<file path="config.mk">
export PLATFORM = sky130hd
export DESIGN_NAME = directory_controller
export DESIGN_NICKNAME = d
export VERILOG_FILES = /design/src/rtl/dir_pkg.sv /design/src/rtl/sharer_pick.sv /design/src/rtl/directory_controller.sv
export SDC_FILE = /design/constraint.sdc
export NUM_CORES = 1
export LEC_CHECK = 0
export BUFFER_PORTS_ARGS = -buffer_cell sky130_fd_sc_hd__buf_2
export CAP_MARGIN = 20
export CORE_ASPECT_RATIO = 0.6
export CORE_MARGIN = 2
export CORE_UTILIZATION = 50
export DETAILED_ROUTE_END_ITERATION = 8
export PLACE_DENSITY = 0.72
export SKIP_LAST_GASP = 1
export SLEW_MARGIN = 20
export SYNTH_ARGS = -nofsm -noshare
export SYNTH_HDL_FRONTEND = slang
export SYNTH_SLANG_ARGS = --single-unit
</file>
<file path="constraint.sdc">
create_clock -name clock -period 2.9 [get_ports clock]
set_input_delay 0.29 -clock clock [delete_from_list [all_inputs] [get_ports clock]]
set_output_delay 0.29 -clock clock [all_outputs]
set_load 0.1 [all_outputs]
</file>
<file path="src/rtl/dir_pkg.sv">
// Encodings shared by the home-node directory controller: directory state,
// request and message types, and the control FSM states.
package dir_pkg;

  typedef enum logic [1:0] {
    DIR_SHARED   = 2'd0,
    DIR_UNCACHED = 2'd1,
    DIR_EXCL     = 2'd2
  } dir_state_e;

  typedef enum logic [1:0] {
    REQ_NONE = 2'd0,
    REQ_RM   = 2'd1,
    REQ_WM   = 2'd2,
    REQ_WB   = 2'd3
  } req_type_e;

  typedef enum logic [1:0] {
    MSG_DVR       = 2'd0,
    MSG_FETCH     = 2'd1,
    MSG_INV       = 2'd2,
    MSG_FETCH_INV = 2'd3
  } msg_type_e;

  typedef enum logic [2:0] {
    ST_IDLE   = 3'd0,
    ST_INV    = 3'd1,
    ST_FETCH  = 3'd2,
    ST_WAITWB = 3'd3,
    ST_REPLY  = 3'd4
  } fsm_state_e;

endpackage

</file>
<file path="src/rtl/sharer_pick.sv">
// Combinational search for the lowest set sharer index at or above a start
// index, skipping one excluded processor.
module sharer_pick #(
  parameter int NPROC = 4,
  parameter int PID_W = 2
) (
  input  logic [NPROC-1:0] vec,
  input  logic [PID_W-1:0] exclude,
  input  logic [PID_W:0]   start,
  output logic [PID_W-1:0] idx,
  output logic             found
);

  // Descending scan so the lowest qualifying index is the one left standing.
  always_comb begin
    found = 1'b0;
    idx   = '0;
    for (int i = NPROC - 1; i >= 0; i--) begin
      if (vec[i] && (i != int'(exclude)) && (i >= int'(start))) begin
        found = 1'b1;
        idx   = PID_W'(i);
      end
    end
  end

endmodule

</file>
<file path="src/rtl/directory_controller.sv">
// MSI home-node directory for one memory block: accepts RM/WM/WB requests,
// sequences fetch/invalidate/data-reply messages and tracks the sharer set.
module directory_controller
  import dir_pkg::*;
#(
  parameter  int NPROC = 4,
  localparam int PID_W = (NPROC > 2) ? $clog2(NPROC) : 1
) (
  input  logic             clock,
  input  logic             reset,
  input  logic             req_valid,
  output logic             req_ready,
  input  logic [1:0]       req_type,
  input  logic [PID_W-1:0] req_pid,
  output logic             msg_valid,
  input  logic             msg_ready,
  output logic [1:0]       msg_type,
  output logic [PID_W-1:0] msg_pid,
  output logic [1:0]       dir_state,
  output logic [NPROC-1:0] sharers,
  output logic             err
);

  fsm_state_e       state_q, state_nxt;
  dir_state_e       dir_q, dir_nxt;
  msg_type_e        mtype_q, mtype_nxt;
  logic [NPROC-1:0] sharers_q, sharers_nxt;
  logic [PID_W-1:0] mpid_q, mpid_nxt;
  logic [PID_W-1:0] cur_pid_q, cur_pid_nxt;
  logic             cur_rm_q, cur_rm_nxt;
  logic             mvalid_q, mvalid_nxt;
  logic             err_q, err_nxt;

  req_type_e        rtype;
  logic [PID_W-1:0] owner;
  logic [PID_W-1:0] pick_excl, pick_idx;
  logic [PID_W:0]   pick_start;
  logic             pick_found;

  assign rtype     = req_type_e'(req_type);
  assign msg_valid = mvalid_q;
  assign msg_type  = mtype_q;
  assign msg_pid   = mpid_q;
  assign dir_state = dir_q;
  assign sharers   = sharers_q;
  assign err       = err_q;

  // Only meaningful in Exclusive, where exactly one sharer bit is set.
  always_comb begin
    owner = '0;
    for (int i = 0; i < NPROC; i++) begin
      if (sharers_q[i]) owner = PID_W'(i);
    end
  end

  // IDLE searches from index 0 for the new requester; INV resumes just past
  // the invalidate that is currently being handed off.
  assign pick_excl  = (state_q == ST_INV) ? cur_pid_q : req_pid;
  assign pick_start = (state_q == ST_INV) ? ((PID_W+1)'(mpid_q) + (PID_W+1)'(1)) : '0;

  sharer_pick #(.NPROC(NPROC), .PID_W(PID_W)) u_pick (
    .vec     (sharers_q),
    .exclude (pick_excl),
    .start   (pick_start),
    .idx     (pick_idx),
    .found   (pick_found)
  );

  always_comb begin
    state_nxt   = state_q;
    dir_nxt     = dir_q;
    sharers_nxt = sharers_q;
    mvalid_nxt  = mvalid_q;
    mtype_nxt   = mtype_q;
    mpid_nxt    = mpid_q;
    cur_pid_nxt = cur_pid_q;
    cur_rm_nxt  = cur_rm_q;
    err_nxt     = 1'b0;
    req_ready   = 1'b0;
    case (state_q)
      ST_IDLE: begin
        req_ready = 1'b1;
        if (req_valid) begin
          case (rtype)
            REQ_RM, REQ_WM: begin
              cur_pid_nxt = req_pid;
              cur_rm_nxt  = (rtype == REQ_RM);
              mvalid_nxt  = 1'b1;
              if (dir_q == DIR_EXCL && req_pid != owner) begin
                state_nxt = ST_FETCH;
                mtype_nxt = (rtype == REQ_RM) ? MSG_FETCH : MSG_FETCH_INV;
                mpid_nxt  = owner;
              end else if (dir_q == DIR_SHARED && rtype == REQ_WM && pick_found) begin
                state_nxt = ST_INV;
                mtype_nxt = MSG_INV;
                mpid_nxt  = pick_idx;
              end else begin
                state_nxt = ST_REPLY;
                mtype_nxt = MSG_DVR;
                mpid_nxt  = req_pid;
              end
            end
            REQ_WB: begin
              if (dir_q == DIR_EXCL && req_pid == owner) begin
                dir_nxt     = DIR_UNCACHED;
                sharers_nxt = '0;
              end else begin
                err_nxt = 1'b1;
              end
            end
            default: ;
          endcase
        end
      end
      ST_INV: begin
        if (msg_ready) begin
          if (pick_found) begin
            mpid_nxt = pick_idx;
          end else begin
            state_nxt = ST_REPLY;
            mtype_nxt = MSG_DVR;
            mpid_nxt  = cur_pid_q;
          end
        end
      end
      ST_FETCH: begin
        if (msg_ready) begin
          state_nxt  = ST_WAITWB;
          mvalid_nxt = 1'b0;
        end
      end
      ST_WAITWB: begin
        req_ready = req_valid && (rtype == REQ_WB) && (req_pid == owner);
        if (req_ready) begin
          state_nxt  = ST_REPLY;
          mvalid_nxt = 1'b1;
          mtype_nxt  = MSG_DVR;
          mpid_nxt   = cur_pid_q;
        end
      end
      ST_REPLY: begin
        // Commit point: read adds the requester to whatever set is recorded
        // (covers the {O,P} case), write leaves the requester sole owner.
        if (msg_ready) begin
          state_nxt  = ST_IDLE;
          mvalid_nxt = 1'b0;
          if (cur_rm_q) begin
            dir_nxt     = DIR_SHARED;
            sharers_nxt = sharers_q | (NPROC'(1) << cur_pid_q);
          end else begin
            dir_nxt     = DIR_EXCL;
            sharers_nxt = NPROC'(1) << cur_pid_q;
          end
        end
      end
      default: state_nxt = ST_IDLE;
    endcase
  end

  always_ff @(posedge clock) begin
    if (reset) begin
      state_q   <= ST_IDLE;
      dir_q     <= DIR_UNCACHED;
      sharers_q <= '0;
      mvalid_q  <= 1'b0;
      mtype_q   <= MSG_DVR;
      mpid_q    <= '0;
      cur_pid_q <= '0;
      cur_rm_q  <= 1'b0;
      err_q     <= 1'b0;
    end else begin
      state_q   <= state_nxt;
      dir_q     <= dir_nxt;
      sharers_q <= sharers_nxt;
      mvalid_q  <= mvalid_nxt;
      mtype_q   <= mtype_nxt;
      mpid_q    <= mpid_nxt;
      cur_pid_q <= cur_pid_nxt;
      cur_rm_q  <= cur_rm_nxt;
      err_q     <= err_nxt;
    end
  end

endmodule
</file>
# Word-level counts from Yosys, hierarchy flattened
# Cells that the tools add are included.
classes:
  muxes: 59
  eq_ne: 23
  n_reduce_logical: 29
  n_addsub: 1
  n_shift: 1
  order_cmp: 4
  bitwise_logic: 4
op_table:
  columns: ["cell", "count"]
  rows:
  - ["$mux 2", 27]
  - ["$mux 3", 10]
  - ["$mux 4", 5]
  - ["$ne 2x2->1 const B", 8]
  - ["$pmux 3 s5", 1]
  - ["$reduce_and 5->1", 3]
  - ["$logic_and 1x1->1", 14]
  - ["$pmux 2 s3", 2]
  - ["$mux 1", 10]
  - ["$pmux 4 s2", 1]
  - ["$reduce_and 7->1", 1]
  - ["$eq 2x2->1 const B", 3]
  - ["$eq 3x2->1 const B", 2]
  - ["$ge 1x3->1 const A", 2]
  - ["$ge 2x3->1 const A", 2]
  - ["$reduce_and 6->1", 1]
  - ["$reduce_bool 3->1", 2]
  - ["$ne 2x1->1 const B", 2]
  - ["$ne 2x2->1 const A", 2]
  - ["$or 4x4->4", 1]
  - ["$pmux 2 s2", 1]
  - ["$reduce_bool 2->1", 2]
  - ["$reduce_or 2->1", 2]
  - ["$reduce_or 4->1", 1]
  - ["14 further kinds", 16]
word_totals:
  output_inout_bits: 13
  reg_bits: 18
  word_cells: 130
  inputBits: 8

# Logic depth before layout (Yosys ltp)
logic_depth:
  depth_word: 15
  depth_mapped: 9
  mapped_depth_nobuf: 8

# Cells and area by module
# From an unflattened synthesis, not the netlist that was laid out.
unflattened:
  hier_cells: 173
  area_unflattened_um2: 1401.3
by_module_without_submodules:
  columns: ["module", "area_each_um2", "cells_per_inst", "seq_area_each_um2", "instances"]
  rows:
  - ["directory_controller", 1282.5, 156, 360.3, 1]
  - ["sharer_pick", 118.9, 17, 0.0, 1]

# Worst setup path before layout
# OpenSTA, ideal clock, no wires.
synth_timing:
  kind: "register -> output"
  startpoint: "register sharers_q[3] (netlist: sharers[3])"
  endpoint: "output port req_ready"
  required_time_ps: 2610
  n_path_buf: 1
  t_arrival_ps: 3074
  stages_incl_launch_ff: 6
  slack_ps: -464
  cell_sequence: "dfxtp_1 -> clkbuf_1 -> a31oi_1 -> a21oi_1 -> a21oi_1 -> nor2_1"
synth_between:
  elab_chain_cells: 4
synth_lines:
  columns: ["item", "line", "text"]
  rows:
  - ["start, declared", "directory_controller.sv:27", "logic [NPROC-1:0] sharers_q, sharers_nxt;"]
  - ["start signal, assigned", "directory_controller.sv:174", "sharers_q <= sharers_nxt;"]
  - ["$mux 2", "directory_controller.sv:52", "if (sharers_q[i]) owner = PID_W'(i);"]
  - ["$eq 2x2->1", "directory_controller.sv:133", "req_ready = req_valid && (rtype == REQ_WB) && (req_pid == owner);"]
  - ["$logic_and 1x1->1", "directory_controller.sv:133", null]
  - ["$pmux 1 s2", "directory_controller.sv:80", "case (state_q)"]
  - ["end, declared", "directory_controller.sv:12", "output logic req_ready,"]
# Every way passes these cells.

# Final worst setup path
layout_timing:
  startpoint: "register state_q[2]"
  endpoint: "register state_q[2]"
layout_between:
  elab_chain_cells: 15
  word_cells_on_any_way: 41
  classes_between: "order compare (4); eq/ne (14); mux (11); reduce/logical (12)"
layout_lines:
  columns: ["item", "line", "text"]
  rows:
  - ["start, declared", "directory_controller.sv:24", "fsm_state_e state_q, state_nxt;"]
  - ["start signal, assigned", "directory_controller.sv:172", "state_q <= state_nxt;"]
  - ["branches (longest 15 deep; another with $ge 2x3->1)", null, null]
# Parallel ways; which one is timed is not known. The select of a mux whose other input is x is not followed.
# A chain may end at the register's enable or synchronous reset.

==> metrics.md <==
| Metric | Value |
|---|---|
| Initial DRC Count | 125 |
| Leak | 0.622 nW |
| Hold Crit Start | req_valid |
| Initial antenna violation count | 0 |
| Max Freq | 384 MHz |
| Max transition margin | 62.5% |
| Multi-input gate area | 912 um2 |
| Slew @ Worst Pin | 561 ps |
| Worst r2r path cells | 7 |
| Worst R2R End | state_q[2] |
| Fin. Hold Viols | 0 |
| Die Ht | 44.4 um |
| Crit Path Max Fanout | 7 |
| CP startpoint kind | register |
| Initial DRT Pass Iterations | 5 |
| Post-synth top area cell | dfxtp_1 |
| Via density | 6.44 |
| Launch point of the worst reg-to-reg path | state_q[2] |
| Gr usage total | 24.4% |
| HPWL after DPL | 2760 um |
| Max Slew Vio Count | 0 |
| CP cell instances | or3b_1 > mux2_4 > o221a_1 > and4b_1 > o211ai_1 > a211o_1 > a21oi_2 |
| Cts hold-fix bufs | 0 |
| Post-synth EDFFs | 0 |
| Post-synth top flop | dfxtp_1 |
| Final non-filler cell total | 226 |
| Count of input and output buffers | 20 |
| Seq cells post-synth | 18 |
| Placeable Area | 0.00254 mm2 |
| CTS sink cnt | 18 |
| Skew-Pair Late Insertion Delay | 270 ps |
| Main area contributors after synthesis | dfxtp_1 (27%), a21oi_1 (6.3%), nor2_1 (4.7%), o21ai_0 (4.1%), ha_1 (3.7%) |
| Area Growth Syn to Fin | 13.4% |
| Syn nets | 189 |
| Routed WL | 3710 um |
| Final TNS setup | 0 ps |
| Global route total overflow | 0 |
| NumNets Final | 207 |
| Most frequent cell after synthesis | dfxtp_1 |
| Die area | 0.00316 mm2 |
| Residual DRC count | 0 |
| Largest net degree at the start of global routing | 17 |
| Diode count | 0 |
| Status | finished, final reports clean |
| Placed insts | 222 |
| Post-synth top cells | dfxtp_1 (18), a21oi_1 (17), nor2_1 (17) |
| Reg area | 363 um2 |
| Mapped Area | 0.00136 mm2 |
| FP Rows | 14 |
| Max_cap viols | 0 |
| Tcrit/Tclk final | 89.8% |
| I/O pins | 21 |
| DR vias | 1456 |
| CTS tree | built |
| First-pass GRT wire length | 5930 um |
| R2R Setup Slk | 290 ps |
| Routed WL per cell | 16.4 um |
| PD cells | 434 mW/mm2 |
| Synth unique cells | 54 |
| Crit path kind | reg -> reg |
| CP Data Arrival Time | 2810 ps |
| Number of setup buffers added after CTS | 0 |
| CTS-repair resized insts | 0 |
| Hold depth | 3 |
| Hold Crit Class | in -> reg |
| Final instance area | 0.00154 mm2 |
| Min Tclk post-route | 2610 ps |
| Post-Synthesis Cells | 177 |
| Initial Util | 53.5% |
| Register area share after synthesis | 26.5% |
| Clock Path Buffers | 2 |
| Vias in the first global route | 1217 |
| CTS buffer count | 3 |
| Critical path required time | 3100 ps |
| Async S/R FF share, synth | 0% |
| Yosys top cell area share | 26.5% |
| Share of cells above drive strength 1 | 20.1% |
| Htree depth | 1 |
| Worst setup EP type | register |
| Detail Route Antenna Nets | 0 |
| Die width | 71.3 um |
| GPL Wtd Cong | 0.931 |
| Final setup viols | 0 |
| Avg Cell Area, Syn | 7.68 um2 |
| Worst-path clk slew | 80 ps |
| Maximum vdd drop | 0.000206 V |
| Clk_skew | 9.91 ps |
| Filler Cells Inserted | 228 |
| DP Area | 0.00149 mm2 |
| Hold Path Sink | err |
| CTS Root Cell | clkbuf_8 |
| CP max stage delay | 520 ps |
| RSZ-0062 raised after global routing | no |
| Synthesis warning total | 0 |
| Slowest-stage cell, CP | or3b_1 |
==> cells in the final DEF, fill, tap and decap left out, drive strengths merged, types with 5 or more instances in the layout <==
cell    instances
a21oi          18
buf            25
dfxtp          18
inv             9
mux2i           5
nand2          13
nand2b          5
nand3           7
nor2           17
o21ai          11
==> power by group <==
group,internal [mW],leakage [nW],total (mW),switching [mW]
clock,0.121,0.0288,0.215,0.0945
sequential,0.258,0.147,0.271,0.0123
combinational,0.0510,0.446,0.183,0.132
==> final cells by class <==
type / instances / area share, %
flip-flops and latches: 18 / 23.5
well taps: 32 / 2.60
multi-input cells: 138 / 59.2
clock buffers: 4 / 3.57
inverters: 9 / 2.19
repair buffers: 25 / 8.93
==> metrics by stage <==
step | total power, mW | utilization (%) | setup slack, ps | hold WS (ps)
after global routing | 0.695 | 60.7 | 209 | 341
after floorplan | 0.418 | - | -15.5 | 434
after global placement | 0.452 | 58.5 | 458 | 453
after detailed placement | 0.456 | 58.5 | 369 | 462
final | 0.669 | 60.7 | 295 | 302
after CTS | 0.669 | 60.7 | 318 | 301
==> worst max-delay path, delay by kind of cell (launching register included) <==
family,cells,cell delay [ps]
simple gates,2,960
compound gates,4,890
mux,1,360
flops,1,320
==> logic make-up (layout without fill, tap and decap cells) <==
kind of cell    count (synthesis)  count (layout)  share of synthesized area, %
simple gates                   65              65                          25.6
compound gates                 62              62                          32.2
buf+inv                        21              38                          6.54
flops                          18              18                          26.5
mux                             6               6                          4.79
fa+ha+maj                       4               4                          3.68
xor+xnor                        1               1                         0.645
==> registers in the layout (all words and copies together) (netlist names) <==
register and flops:
cur_pid_q 2, sharers 4, cur_rm_q 1, err 1, dir_state 2, msg_valid 1, msg_pid 2, msg_type 2
state_q 3
==> worst max path at each step <==
stage	depth (start not counted)	endpoint	from
CTS	7	state_q[2]	state_q[2]
detailed placement	7	msg_pid[0]	state_q[2]
global placement	7	state_q[2]	state_q[2]
global route	7	msg_pid[0]	state_q[2]
floorplan	5	req_ready	sharers[3]
finish	7	state_q[2]	state_q[2]
==> layer usage <==
layer	share of wire [%]	routed length [um]	up-vias	global-route usage (%)
li1	-	-	696	-
met1	49	1800	680	36.6
met2	42	1580	75	35.2
met3	8.6	318	5	6.38
met4	0.43	16	0	5.28
met5	0	0	-	0
(Power assumes the default switching activity.)
